## config.mk

```make
export PLATFORM = sky130hd
export DESIGN_NAME = cl_ocl_rr_arb
export DESIGN_NICKNAME = d
export VERILOG_FILES = /design/src/rtl/cl_ocl_rr_arb.sv
export SDC_FILE = /design/constraint.sdc
export NUM_CORES = 1
export LEC_CHECK = 0
export BUFFER_PORTS_ARGS = -buffer_cell sky130_fd_sc_hd__clkbuf_2
export CAP_MARGIN = 5
export CELL_PAD_IN_SITES_DETAIL_PLACEMENT = 1
export CELL_PAD_IN_SITES_GLOBAL_PLACEMENT = 2
export CORE_MARGIN = 2
export CORE_UTILIZATION = 22
export DETAILED_ROUTE_END_ITERATION = 10
export GPL_TIMING_DRIVEN = 0
export PLACE_DENSITY = 0.85
export REMOVE_ABC_BUFFERS = 1
export SKIP_LAST_GASP = 1
export SLEW_MARGIN = 10
export SYNTH_ARGS = -nofsm -noshare
export SYNTH_HDL_FRONTEND = slang
export SYNTH_SLANG_ARGS = --single-unit
export TNS_END_PERCENT = 50
```

## constraint.sdc

```tcl
create_clock -name clk_main_a0 -period 2.39 [get_ports clk_main_a0]
set_clock_uncertainty 0.15 [all_clocks]
set_input_delay 0.478 -clock clk_main_a0 [delete_from_list [all_inputs] [get_ports clk_main_a0]]
set_output_delay 0.478 -clock clk_main_a0 [all_outputs]
set_load 0.1 [all_outputs]
```

## src/rtl/cl_ocl_rr_arb.sv

```systemverilog
// Two-requester round-robin AXI-Lite arbiter in front of one shared register slave.
// One transaction in flight at a time; completed transactions are counted per requester.
module cl_ocl_rr_arb #(
  parameter int ADDR_W = 32,
  parameter int CNT_W  = 16
) (
  input  logic              clk_main_a0,
  input  logic              rst_main_sync,

  input  logic              s0_awvalid,
  output logic              s0_awready,
  input  logic [ADDR_W-1:0] s0_awaddr,
  input  logic              s0_wvalid,
  output logic              s0_wready,
  input  logic [31:0]       s0_wdata,
  input  logic [3:0]        s0_wstrb,
  output logic              s0_bvalid,
  output logic [1:0]        s0_bresp,
  input  logic              s0_bready,
  input  logic              s0_arvalid,
  output logic              s0_arready,
  input  logic [ADDR_W-1:0] s0_araddr,
  output logic              s0_rvalid,
  output logic [31:0]       s0_rdata,
  output logic [1:0]        s0_rresp,
  input  logic              s0_rready,

  input  logic              s1_awvalid,
  output logic              s1_awready,
  input  logic [ADDR_W-1:0] s1_awaddr,
  input  logic              s1_wvalid,
  output logic              s1_wready,
  input  logic [31:0]       s1_wdata,
  input  logic [3:0]        s1_wstrb,
  output logic              s1_bvalid,
  output logic [1:0]        s1_bresp,
  input  logic              s1_bready,
  input  logic              s1_arvalid,
  output logic              s1_arready,
  input  logic [ADDR_W-1:0] s1_araddr,
  output logic              s1_rvalid,
  output logic [31:0]       s1_rdata,
  output logic [1:0]        s1_rresp,
  input  logic              s1_rready,

  output logic              m_awvalid,
  input  logic              m_awready,
  output logic [ADDR_W-1:0] m_awaddr,
  output logic              m_wvalid,
  input  logic              m_wready,
  output logic [31:0]       m_wdata,
  output logic [3:0]        m_wstrb,
  input  logic              m_bvalid,
  input  logic [1:0]        m_bresp,
  output logic              m_bready,
  output logic              m_arvalid,
  input  logic              m_arready,
  output logic [ADDR_W-1:0] m_araddr,
  input  logic              m_rvalid,
  input  logic [31:0]       m_rdata,
  input  logic [1:0]        m_rresp,
  output logic              m_rready,

  output logic [CNT_W-1:0]  txn_cnt0,
  output logic [CNT_W-1:0]  txn_cnt1,
  output logic              busy
);

  // state | meaning
  // IDLE  | sampling requests, accepts the granted one combinationally
  // M_WR  | presenting AW and W to the slave
  // M_B   | waiting for the slave write response
  // S_B   | forwarding write response to the granted requester
  // M_RD  | presenting AR to the slave
  // M_R   | waiting for the slave read data
  // S_R   | forwarding read data to the granted requester
  localparam logic [2:0] IDLE = 3'd0;
  localparam logic [2:0] M_WR = 3'd1;
  localparam logic [2:0] M_B  = 3'd2;
  localparam logic [2:0] S_B  = 3'd3;
  localparam logic [2:0] M_RD = 3'd4;
  localparam logic [2:0] M_R  = 3'd5;
  localparam logic [2:0] S_R  = 3'd6;

  logic [2:0]        r_state;
  logic              r_gnt;
  logic              r_last_gnt;
  logic [ADDR_W-1:0] r_addr;
  logic [31:0]       r_wdata;
  logic [3:0]        r_wstrb;
  logic [1:0]        r_resp;
  logic [31:0]       r_rdata;
  logic              r_aw_done;
  logic              r_w_done;
  logic [CNT_W-1:0]  r_cnt0;
  logic [CNT_W-1:0]  r_cnt1;

  logic w_wr0, w_wr1, w_req0, w_req1;
  logic w_sel, w_sel_wr, w_idle_go, w_acc_wr, w_acc_rd;
  logic w_bv, w_rv, w_b_done, w_r_done, w_resp_done;

  assign w_wr0  = s0_awvalid & s0_wvalid;
  assign w_wr1  = s1_awvalid & s1_wvalid;
  assign w_req0 = w_wr0 | s0_arvalid;
  assign w_req1 = w_wr1 | s1_arvalid;

  // On a tie the port that did not win last time is chosen.
  assign w_sel     = (w_req0 & w_req1) ? ~r_last_gnt : w_req1;
  assign w_sel_wr  = w_sel ? w_wr1 : w_wr0;
  assign w_idle_go = (r_state == IDLE) & (w_req0 | w_req1) & ~rst_main_sync;
  assign w_acc_wr  = w_idle_go & w_sel_wr;
  assign w_acc_rd  = w_idle_go & ~w_sel_wr;

  assign s0_awready = w_acc_wr & ~w_sel;
  assign s0_wready  = w_acc_wr & ~w_sel;
  assign s0_arready = w_acc_rd & ~w_sel;
  assign s1_awready = w_acc_wr & w_sel;
  assign s1_wready  = w_acc_wr & w_sel;
  assign s1_arready = w_acc_rd & w_sel;

  assign m_awvalid = (r_state == M_WR) & ~r_aw_done;
  assign m_wvalid  = (r_state == M_WR) & ~r_w_done;
  assign m_awaddr  = r_addr;
  assign m_araddr  = r_addr;
  assign m_wdata   = r_wdata;
  assign m_wstrb   = r_wstrb;
  assign m_bready  = (r_state == M_B);
  assign m_arvalid = (r_state == M_RD);
  assign m_rready  = (r_state == M_R);

  assign w_bv = (r_state == S_B);
  assign w_rv = (r_state == S_R);
  assign s0_bvalid = w_bv & ~r_gnt;
  assign s1_bvalid = w_bv & r_gnt;
  assign s0_rvalid = w_rv & ~r_gnt;
  assign s1_rvalid = w_rv & r_gnt;
  assign s0_bresp  = r_gnt ? 2'b00 : r_resp;
  assign s1_bresp  = r_gnt ? r_resp : 2'b00;
  assign s0_rresp  = r_gnt ? 2'b00 : r_resp;
  assign s1_rresp  = r_gnt ? r_resp : 2'b00;
  assign s0_rdata  = r_gnt ? 32'h0 : r_rdata;
  assign s1_rdata  = r_gnt ? r_rdata : 32'h0;

  assign w_b_done    = w_bv & (r_gnt ? s1_bready : s0_bready);
  assign w_r_done    = w_rv & (r_gnt ? s1_rready : s0_rready);
  assign w_resp_done = w_b_done | w_r_done;

  assign txn_cnt0 = r_cnt0;
  assign txn_cnt1 = r_cnt1;
  assign busy     = (r_state != IDLE);

  always_ff @(posedge clk_main_a0) begin
    if (rst_main_sync) begin
      r_state    <= IDLE;
      r_gnt      <= 1'b0;
      r_last_gnt <= 1'b1;
      r_addr     <= '0;
      r_wdata    <= '0;
      r_wstrb    <= '0;
      r_resp     <= '0;
      r_rdata    <= '0;
      r_aw_done  <= 1'b0;
      r_w_done   <= 1'b0;
      r_cnt0     <= '0;
      r_cnt1     <= '0;
    end else begin
      case (r_state)
        IDLE: begin
          if (w_acc_wr) begin
            r_gnt     <= w_sel;
            r_addr    <= w_sel ? s1_awaddr : s0_awaddr;
            r_wdata   <= w_sel ? s1_wdata : s0_wdata;
            r_wstrb   <= w_sel ? s1_wstrb : s0_wstrb;
            r_aw_done <= 1'b0;
            r_w_done  <= 1'b0;
            r_state   <= M_WR;
          end else if (w_acc_rd) begin
            r_gnt   <= w_sel;
            r_addr  <= w_sel ? s1_araddr : s0_araddr;
            r_state <= M_RD;
          end
        end
        M_WR: begin
          // AW and W may complete in different cycles; leave once both have.
          if ((r_aw_done | m_awready) & (r_w_done | m_wready)) begin
            r_aw_done <= 1'b0;
            r_w_done  <= 1'b0;
            r_state   <= M_B;
          end else begin
            if (m_awvalid & m_awready) r_aw_done <= 1'b1;
            if (m_wvalid & m_wready)   r_w_done  <= 1'b1;
          end
        end
        M_B: begin
          if (m_bvalid) begin
            r_resp  <= m_bresp;
            r_state <= S_B;
          end
        end
        M_RD: begin
          if (m_arready) r_state <= M_R;
        end
        M_R: begin
          if (m_rvalid) begin
            r_rdata <= m_rdata;
            r_resp  <= m_rresp;
            r_state <= S_R;
          end
        end
        S_B, S_R: begin
          if (w_resp_done) begin
            if (r_gnt) r_cnt1 <= r_cnt1 + CNT_W'(1);
            else       r_cnt0 <= r_cnt0 + CNT_W'(1);
            r_last_gnt <= r_gnt;
            r_state    <= IDLE;
          end
        end
        default: r_state <= IDLE;
      endcase
    end
  end

endmodule

```

==> flow_metrics.tcl, run 1 <==
set metrics [dict create \
    outcome "complete, but fails checks" \
    failed_checks "negative setup slack" \
    syn_area_mm2 0.00731 \
    synth-edff-count 0 \
    r2r-start "r_gnt" \
    cts.path.max_buffers 2 \
    worstHoldPathCells 3 \
    antenna_found_initial 2 \
    cp-start-kind "primary input" \
    ant_nets 0 \
    ff2ff_path_depth 4 \
    drv_slew 0 \
    die_area_mm2 0.0347 \
    fin_ws_ns -0.155 \
    synth_top_area_share_pct 38.6 \
    synth_commonest_cells "141 x dfxtp_1, 77 x nand2_1, 69 x a21oi_1, 68 x a22oi_1, 63 x clkbuf_1" \
    synth_seq_cells 141 \
    utilization_pct 35.0 \
    wl_per_cell_um 20.7 \
    path_class "in2out" \
    grt_pass1_vias 8580 \
    num_vias 8459 \
    cts_tree "done" \
    worstPathRequired_ns 1.76 \
    critPathSlowestCell "nor4_4" \
    avgSynthCellArea_um2 8.58 \
    clk_latency_ns 0.42 \
    drive_gt1_share_pct 45.6 \
    cts_num_sinks 141 \
    initialDrtViolationCount 322 \
    h-tree-depth 4 \
    relSlewSlack_pct 26.8 \
    worstPathCellList "clkbuf_16 > buf_16 > nor4_4 > o21ai_4 > buf_12 > nor2b_4 > clkbuf_16" \
    peakVddDrop_mv 0.891 \
    drcViolationCount 0 \
    worstHoldStart "m_rdata[29]" \
    clock-root-buffer "clkbuf_16" \
    period_share_pct 106 \
    layout.cells.non_filler 1728 \
    hold_path_end "r_rdata[29]" \
    synth_warnings 0 \
    min_period_ns 2.54 \
    place.gp.congestion 0.744 \
    grt_max_degree 44 \
    final_nets 1527 \
    critPathMaxFanout 20 \
    async_reset_ff_share_pct 0 \
    tns_ns -0.508 \
    yosysMostFrequentCell "dfxtp_1" \
    synthFlopType "dfxtp_1" \
    crit_path_end_kind "output port" \
    initial_utilization_pct 22.4 \
    dieHeight_um 186 \
    die_w_um 186 \
    setup_violations 8 \
    dp_cells 1663 \
    grt_usage_pct 19.7 \
    rows 66 \
    rsz0062_at_grt "true" \
    portBuffers 472 \
    cts_buffers 17 \
    synth_top_area_cell "dfxtp_1" \
    rrSetupSlack_ns 0.09 \
    synthTopCellsByArea "dfxtp_1 39%, a22oi_1 7.0%, mux2i_1 4.9%" \
    tightest_slew_ns 1.10 \
    synth_cells 852 \
    r2r-end "txn_cnt0[6]" \
    fin_total_pwr_mw 13.5 \
    cp_num_buf_inv 4 \
    ys_seq_area_share_pct 38.6 \
    critPathMostFrequentCell "clkbuf_16" \
    core_area_mm2 0.0326 \
    cp_top_family "buffers and inverters" \
    cts.clk_slew.worst_paths_ns 0.07 \
    final-hold-violation-count 0 \
    p_leak_nw 4.99 \
    grt_overflow_total 0 \
    max_freq_mhz 393 \
    drtPass1Iterations 4 \
    ys_types 56 \
    drv_cap 0 \
    wl_um 35800 \
    area_delta_synth_final_pct 56.3 \
    dp_hpwl_um 25200 \
    arrival_ns 1.92 \
    avgViaCountPerCell 4.90 \
    critPathMaxStageDelay_ns 0.38 \
    hold_class "in2reg" \
    cts_hold_buffers 0 \
    grt_pass1_wl_um 51300 \
    pre_cts_slack_ns -1.23 \
    power_density_mw_per_mm2 1180 \
    pin_count 473 \
]
[kinds of logic (layout without fill, tap and decap cells)]
group | after synthesis | count (layout) | share of synthesized area, %
xor gates and xnor gates | 1 | 1 | 0.120
DFF | 141 | 141 | 38.6
adders and majority gates | 2 | 2 | 0.342
other | 0 | 2 | 0
AOI/OAI and AO/OA | 265 | 266 | 26.1
muxes | 40 | 40 | 5.55
buffers and inverters | 125 | 556 | 8.61
and+or+nand+nor | 278 | 278 | 20.7
[per-layer routing]
metal / up-vias / share of wire (%) / wire length (µm) / global-route usage (%)
li1: 3999 / - / - / -
met1: 4101 / 40 / 14400 / 22.6
met2: 333 / 52 / 18500 / 35.9
met3: 26 / 6.5 / 2310 / 5.20
met4: 0 / 1.6 / 575 / 5.35
met5: - / 0 / 0 / 0
[how the worst max path moves through the flow]
stage	startpoint	endpoint	slack, ns	cells past startpoint
after floorplan	s0_awvalid	s0_arready	-4.63	3
after CTS	r_state[1]	s1_wready	-0.12	5
final	rst_main_sync	s1_awready	-0.15	7
after global routing	r_state[1]	s1_awready	-0.23	5
after detailed placement	rst_main_sync	s1_wready	-1.23	7
after global placement	s0_arvalid	s1_arready	-5.56	6
[tightest hold or removal path, cell delays in order]
cell	delay, ns
clkbuf_2	0.08
nand2_1	0.05
a21oi_1	0.05
[sequential cells by signal, indices dropped and copies added, names as in the netlist, 2 cells and up]
name and count:
r_rdata 32, r_resp 2, r_state 3, txn_cnt1 16, m_araddr 32, txn_cnt0 16
m_wstrb 4, m_wdata 32
[area by class of cell]
cell class	instances	area, µm²
Tap cell	442	553
Clock inverter	13	238
Clock buffer	18	429
Timing Repair Buffer	515	3260
Inverter	10	41.3
Antenna cell	2	5.00
Multi-Input combinational cell	587	4060
Fill cell	3875	21200
Sequential cell	141	2840
[cell usage in the layout (no fill, tap or decap), drive strengths merged, types with 18 or more instances in the layout]
master   count
o221ai      32
o2bb2ai     37
o31ai       19
mux2i       36
nand3       52
a21oi       69
nand2       77
nor2b       37
and2        41
buf         43
or4         18
clkbuf     487
a22oi       68
dfxtp      141
[per-stage QoR]
stage / cell area (µm²) / hold WS (ns)
CTS: 11300 / 0.0887
floorplan: 6720 / 0.284
global placement: 9630 / 0.295
finish: 11400 / 0.122
global route: 11400 / 0.104
detailed placement: 9980 / 0.295
[report_power, final]
group | total [mW] | switching [mW] | internal, mW
Clock | 3.11 | 1.15 | 1.97
Combinational | 7.26 | 5.84 | 1.42
Sequential | 3.11 | 0.370 | 2.74
[what timing repair did]
| action | CTS | global route |
|---|---|---|
| pin swaps | 8 | 3 |
| gates cloned | 3 | 1 |
| setup buffers | 26 | 3 |
| resized for setup | 85 | 28 |
| setup endpoints to repair | 216 | 61 |
Note: power is estimated with default switching activity, not from simulation.
==> run 2, diff against run 1 <==
--- a/config.mk
+++ b/config.mk
@@ -13,7 +13,7 @@
 export CORE_UTILIZATION = 22
 export DETAILED_ROUTE_END_ITERATION = 10
 export GPL_TIMING_DRIVEN = 0
-export PLACE_DENSITY = 0.85
+export PLACE_DENSITY = 0.91
 export REMOVE_ABC_BUFFERS = 1
 export SKIP_LAST_GASP = 1
 export SLEW_MARGIN = 10
==> flow_metrics.tcl, run 2 (synthesis gave the netlist of run 1 again) <==
set metrics [dict create \
    ant_nets 0 \
    tightest_slew_ns 1.10 \
    die_area_mm2 0.0347 \
    initial_utilization_pct 22.4 \
    cts_tree "done" \
    place.gp.congestion 0.794 \
    pre_cts_slack_ns -1.21 \
    p_comb_share_pct 55.3 \
    arrival_ns 1.89 \
    switchingPower_mw 7.38 \
    intPower_mw 5.73 \
    r2r-end "txn_cnt0[12]" \
    multi_input_area_mm2 0.00410 \
    p_leak_nw 4.96 \
    path_class "reg2out" \
    worstHoldPathCells 3 \
    rrSetupSlack_ns 0.04 \
    cts.clk_slew.worst_paths_ns 0.07 \
    critPathSlowestCell "dfxtp_4" \
    crit_path_end_kind "output port" \
    layout.cells.non_filler 1741 \
    rows 66 \
    grt_max_degree 69 \
    drv_slew 0 \
    wl_per_cell_um 21.2 \
    final-hold-violation-count 0 \
    hold_ws_ns 0.111 \
    cts_num_sinks 141 \
    die_w_um 186 \
    period_share_pct 105 \
    pin_count 473 \
    power_frac_seq_pct 23.7 \
    drtPass1Iterations 5 \
    cts_hold_buffers 0 \
    area_delta_synth_final_pct 56.3 \
    grt_pass1_vias 8555 \
    seq_area_mm2 0.00284 \
    dp_hpwl_um 26100 \
    grt_overflow_total 0 \
    initialDrtViolationCount 293 \
    avgViaCountPerCell 4.95 \
    cp-startpoint "r_state[1]" \
    clock-root-buffer "clkbuf_16" \
    dieHeight_um 186 \
    failed_checks "negative setup slack" \
    ff2ff_path_depth 8 \
    final_nets 1530 \
    fin_total_pwr_mw 13.1 \
    setup_violations 4 \
    fin_ws_ns -0.124 \
    worstHoldStart "m_rdata[22]" \
    hold_class "in2reg" \
    antenna_found_initial 11 \
    portBuffers 472 \
    critPathMaxStageDelay_ns 0.37 \
    worstPathRequired_ns 1.76 \
    grt_usage_pct 20.2 \
    cts_buffers 17 \
    pwr-share-clk_pct 21.0 \
    wl_um 36800 \
    max_freq_mhz 398 \
    outcome "complete, but fails checks" \
    worstPathCellList "nor4_4 > o21ai_4 > buf_12 > nor2b_4 > clkbuf_16" \
    dp_cells 1663 \
    critPathMaxFanout 4 \
    drv_cap 0 \
    cts.path.max_buffers 2 \
    hold_path_end "r_rdata[22]" \
    final_common_cell "clkbuf_2" \
    switching_share_pct 56.3 \
    h-tree-depth 4 \
    r2r-start "r_state[1]" \
    n_fill_cell 3903 \
    power_density_mw_per_mm2 1150 \
    peakVddDrop_mv 1.18 \
    cp-start-kind "flop" \
    num_vias 8613 \
    min_period_ns 2.51 \
    rsz0062_at_grt "true" \
    mostFrequentLayoutCells "413 x clkbuf_2, 137 x dfxtp_1, 76 x nand2_1" \
    drcViolationCount 0 \
    grt_pass1_wl_um 52500 \
    clk_latency_ns 0.43 \
    core_area_mm2 0.0326 \
    drive_gt1_share_pct 45.7 \
    relSlewSlack_pct 26.7 \
]
run 2: cell types whose count changed in the layout (fill, tap and decap cells not counted), moves of 2 or more:
cell        change
buf_12          +2
buf_16          -2
buf_4           +8
bufinv_16       -4
clkbuf_16       -2
clkbuf_2       -14
clkbuf_4        +6
clkbuf_8        +4
clkinv_2        +2
clkinvlp_4      +3
diode_2         +9
nor2_1          -2
run 2: per-layer routing:
layer,track usage [%],share of wire [%],up-vias
met5,0,0,-
met4,7.59,2.5,0
met3,5.57,7.8,41
met2,35.8,50,394
met1,23.2,39,4168
li1,-,-,4010
run 2: through the flow:
stage          area (µm²)  utilization (%)  setup TNS [ns]
5_1_grt             11400             35.0           -2.19
6_report            11400             35.0          -0.310
2_1_floorplan        6720                -         -264.61
3_5_place_dp         9960             30.5          -65.27
3_3_place_gp         9630             29.5         -476.74
4_1_cts             11200             34.5           -1.44
run 2: worst max-delay path, delay by kind of cell, from the launching register on:
family                 cells  cell delay [ns]
and+or+nand+nor            2             0.53
buffers and inverters      2             0.38
DFF                        1             0.37
AOI/OAI and AO/OA          1             0.15
run 2: how the worst max path moves through the flow:
stage,endpoint,cells after the start
final,s1_wready,5
after global placement,s0_arready,5
after floorplan,s0_arready,3
after detailed placement,s0_arready,6
after global routing,s1_wready,5
after CTS,s1_awready,5
run 2: power by group through the flow:
| stage | clock network (mW) | logic, mW | registers (mW) |
|---|---|---|---|
| 5_1_grt | 2.95 | 7.49 | 3.17 |
| 4_1_cts | 2.83 | 7.20 | 3.12 |
| 2_1_floorplan | 0 | 1.44 | 6.90 |
| 3_5_place_dp | 0 | 6.76 | 3.16 |
| 3_3_place_gp | 0 | 6.52 | 3.19 |
| 6_report | 2.75 | 7.24 | 3.11 |
run 2: timing repair:
action                     4_1_cts  5_1_grt
pin swaps                       10        2
setup endpoints to repair      217       56
cloned                           5        0
buffers inserted                22        9
resized for setup               97       47
run 2: area by class of cell:
class / instances / area share (%)
Sequential cell: 141 / 24.8
Inverter: 10 / 0.372
Tap cell: 442 / 4.84
Clock inverter: 12 / 1.22
Timing Repair Buffer: 517 / 28.7
Antenna cell: 11 / 0.241
Multi-Input combinational cell: 588 / 35.9
Clock buffer: 20 / 3.91
==> run 3, diff against run 2 <==
--- a/config.mk
+++ b/config.mk
@@ -6,15 +6,16 @@
 export NUM_CORES = 1
 export LEC_CHECK = 0
 export BUFFER_PORTS_ARGS = -buffer_cell sky130_fd_sc_hd__clkbuf_2
-export CAP_MARGIN = 5
 export CELL_PAD_IN_SITES_DETAIL_PLACEMENT = 1
 export CELL_PAD_IN_SITES_GLOBAL_PLACEMENT = 2
 export CORE_MARGIN = 2
 export CORE_UTILIZATION = 22
 export DETAILED_ROUTE_END_ITERATION = 10
 export GPL_TIMING_DRIVEN = 0
+export MAX_ROUTING_LAYER = met4
 export PLACE_DENSITY = 0.91
 export REMOVE_ABC_BUFFERS = 1
+export SETUP_SLACK_MARGIN = 0.02
 export SKIP_LAST_GASP = 1
 export SLEW_MARGIN = 10
 export SYNTH_ARGS = -nofsm -noshare
==> flow_metrics.tcl, run 3 (synthesis gave the netlist of run 1 again) <==
set metrics [dict create \
    core_area_mm2 0.0326 \
    clock-root-buffer "clkbuf_16" \
    cts.path.max_buffers 2 \
    peakVddDrop_mv 1.18 \
    hold_class "in2reg" \
    critPathMaxFanout 4 \
    rsz0062_at_grt "true" \
    drive_gt1_share_pct 45.9 \
    setup_violations 6 \
    cts_buffers 17 \
    worstPathRequired_ns 1.76 \
    grt_pass1_vias 8550 \
    crit_path_end_kind "output port" \
    grt_max_degree 69 \
    mostFrequentLayoutCells "410 x clkbuf_2, 137 x dfxtp_1, 75 x nand2_1" \
    dp_cells 1663 \
    min_period_ns 2.51 \
    max_freq_mhz 398 \
    final_nets 1532 \
    ant_nets 0 \
    cts_tree "done" \
    fin_total_pwr_mw 13.2 \
    grt_overflow_total 0 \
    final-hold-violation-count 0 \
    cp-start-kind "flop" \
    avgViaCountPerCell 4.94 \
    drtPass1Iterations 4 \
    initialDrtViolationCount 288 \
    failed_checks "negative setup slack" \
    die_area_mm2 0.0347 \
    outcome "complete, but fails checks" \
    cts_num_sinks 141 \
    tightest_slew_ns 0.746 \
    portBuffers 472 \
    dp_hpwl_um 26100 \
    arrival_ns 1.88 \
    p_leak_nw 4.99 \
    grt_pass1_wl_um 52400 \
    period_share_pct 105 \
    initial_utilization_pct 22.4 \
    cts.clk_slew.worst_paths_ns 0.07 \
    cts_hold_buffers 0 \
    fin_ws_ns -0.120 \
    path_class "reg2out" \
    pre_cts_slack_ns -1.21 \
    drv_slew 0 \
    place.gp.congestion 0.805 \
    drv_cap 0 \
    relSlewSlack_pct 50.3 \
    tns_ns -0.555 \
    die_w_um 186 \
    wl_um 36800 \
    grt_usage_pct 20.8 \
    worstHoldPathCells 3 \
    rows 66 \
    antenna_found_initial 12 \
    pin_count 473 \
    ff2ff_path_depth 8 \
    clk_latency_ns 0.43 \
    wl_per_cell_um 21.1 \
    layout.cells.non_filler 1744 \
    power_density_mw_per_mm2 1140 \
    h-tree-depth 4 \
    dieHeight_um 186 \
    area_delta_synth_final_pct 57.2 \
    final_common_cell "clkbuf_2" \
    drcViolationCount 0 \
    num_vias 8622 \
]
[run 3: area by class of cell]
type                    count  area, µm²
inverters                  10       42.5
fillers                  3901      21100
diodes                     12       30.0
repair buffers            519       3330
clock inverters            12        139
well taps                 442        553
clock buffers              20        447
flip-flops and latches    141       2840
multi-input cells         588       4110
[run 3: worst paths after layout]
kind              slack [ns]      endpoint        start
setup / recovery       -0.12     s1_wready   r_state[1]
hold / removal          0.11   r_rdata[22]  m_rdata[22]
setup reg to reg        0.07  txn_cnt0[10]   r_state[1]
hold reg to reg         0.31    m_wdata[2]   m_wdata[2]
[run 3: what timing repair did]
action                     in CTS  in global routing
gates resized for setup        99                 63
hold endpoints to repair        0                  0
pin swaps                       9                  4
setup endpoints to repair     217                 87
setup buffers                  21                 11
gates cloned                    5                  0
[run 3: power by group]
part / total [mW] / switching, mW / internal (mW) / leakage [nW]
clock network: 2.77 / 1.19 / 1.58 / 0.279
logic: 7.27 / 5.84 / 1.43 / 3.56
registers: 3.11 / 0.373 / 2.74 / 1.15
[run 3: metal layers]
| metal | up-vias | part of all wire, % | GRT usage (%) |
|---|---|---|---|
| met5 | - | 0 | - |
| met3 | 41 | 7.1 | 5.12 |
| met4 | 0 | 2.5 | 8.00 |
| met1 | 4190 | 40 | 23.5 |
| met2 | 378 | 50 | 35.6 |
| li1 | 4013 | - | - |
[run 3: per-stage QoR]
step	util (%)	instance area [µm²]	hold WS, ns
global route	35.2	11500	0.0874
detailed placement	30.5	9960	0.296
global placement	29.5	9630	0.294
finish	35.2	11500	0.112
CTS	34.5	11300	0.0866
floorplan	-	6720	0.284
[run 3: critical path: stages (launching register included)]
cell       delay, ns
dfxtp_4         0.37
nor4_4          0.37
o21ai_4         0.15
buf_12          0.16
nor2b_4         0.16
clkbuf_16       0.22
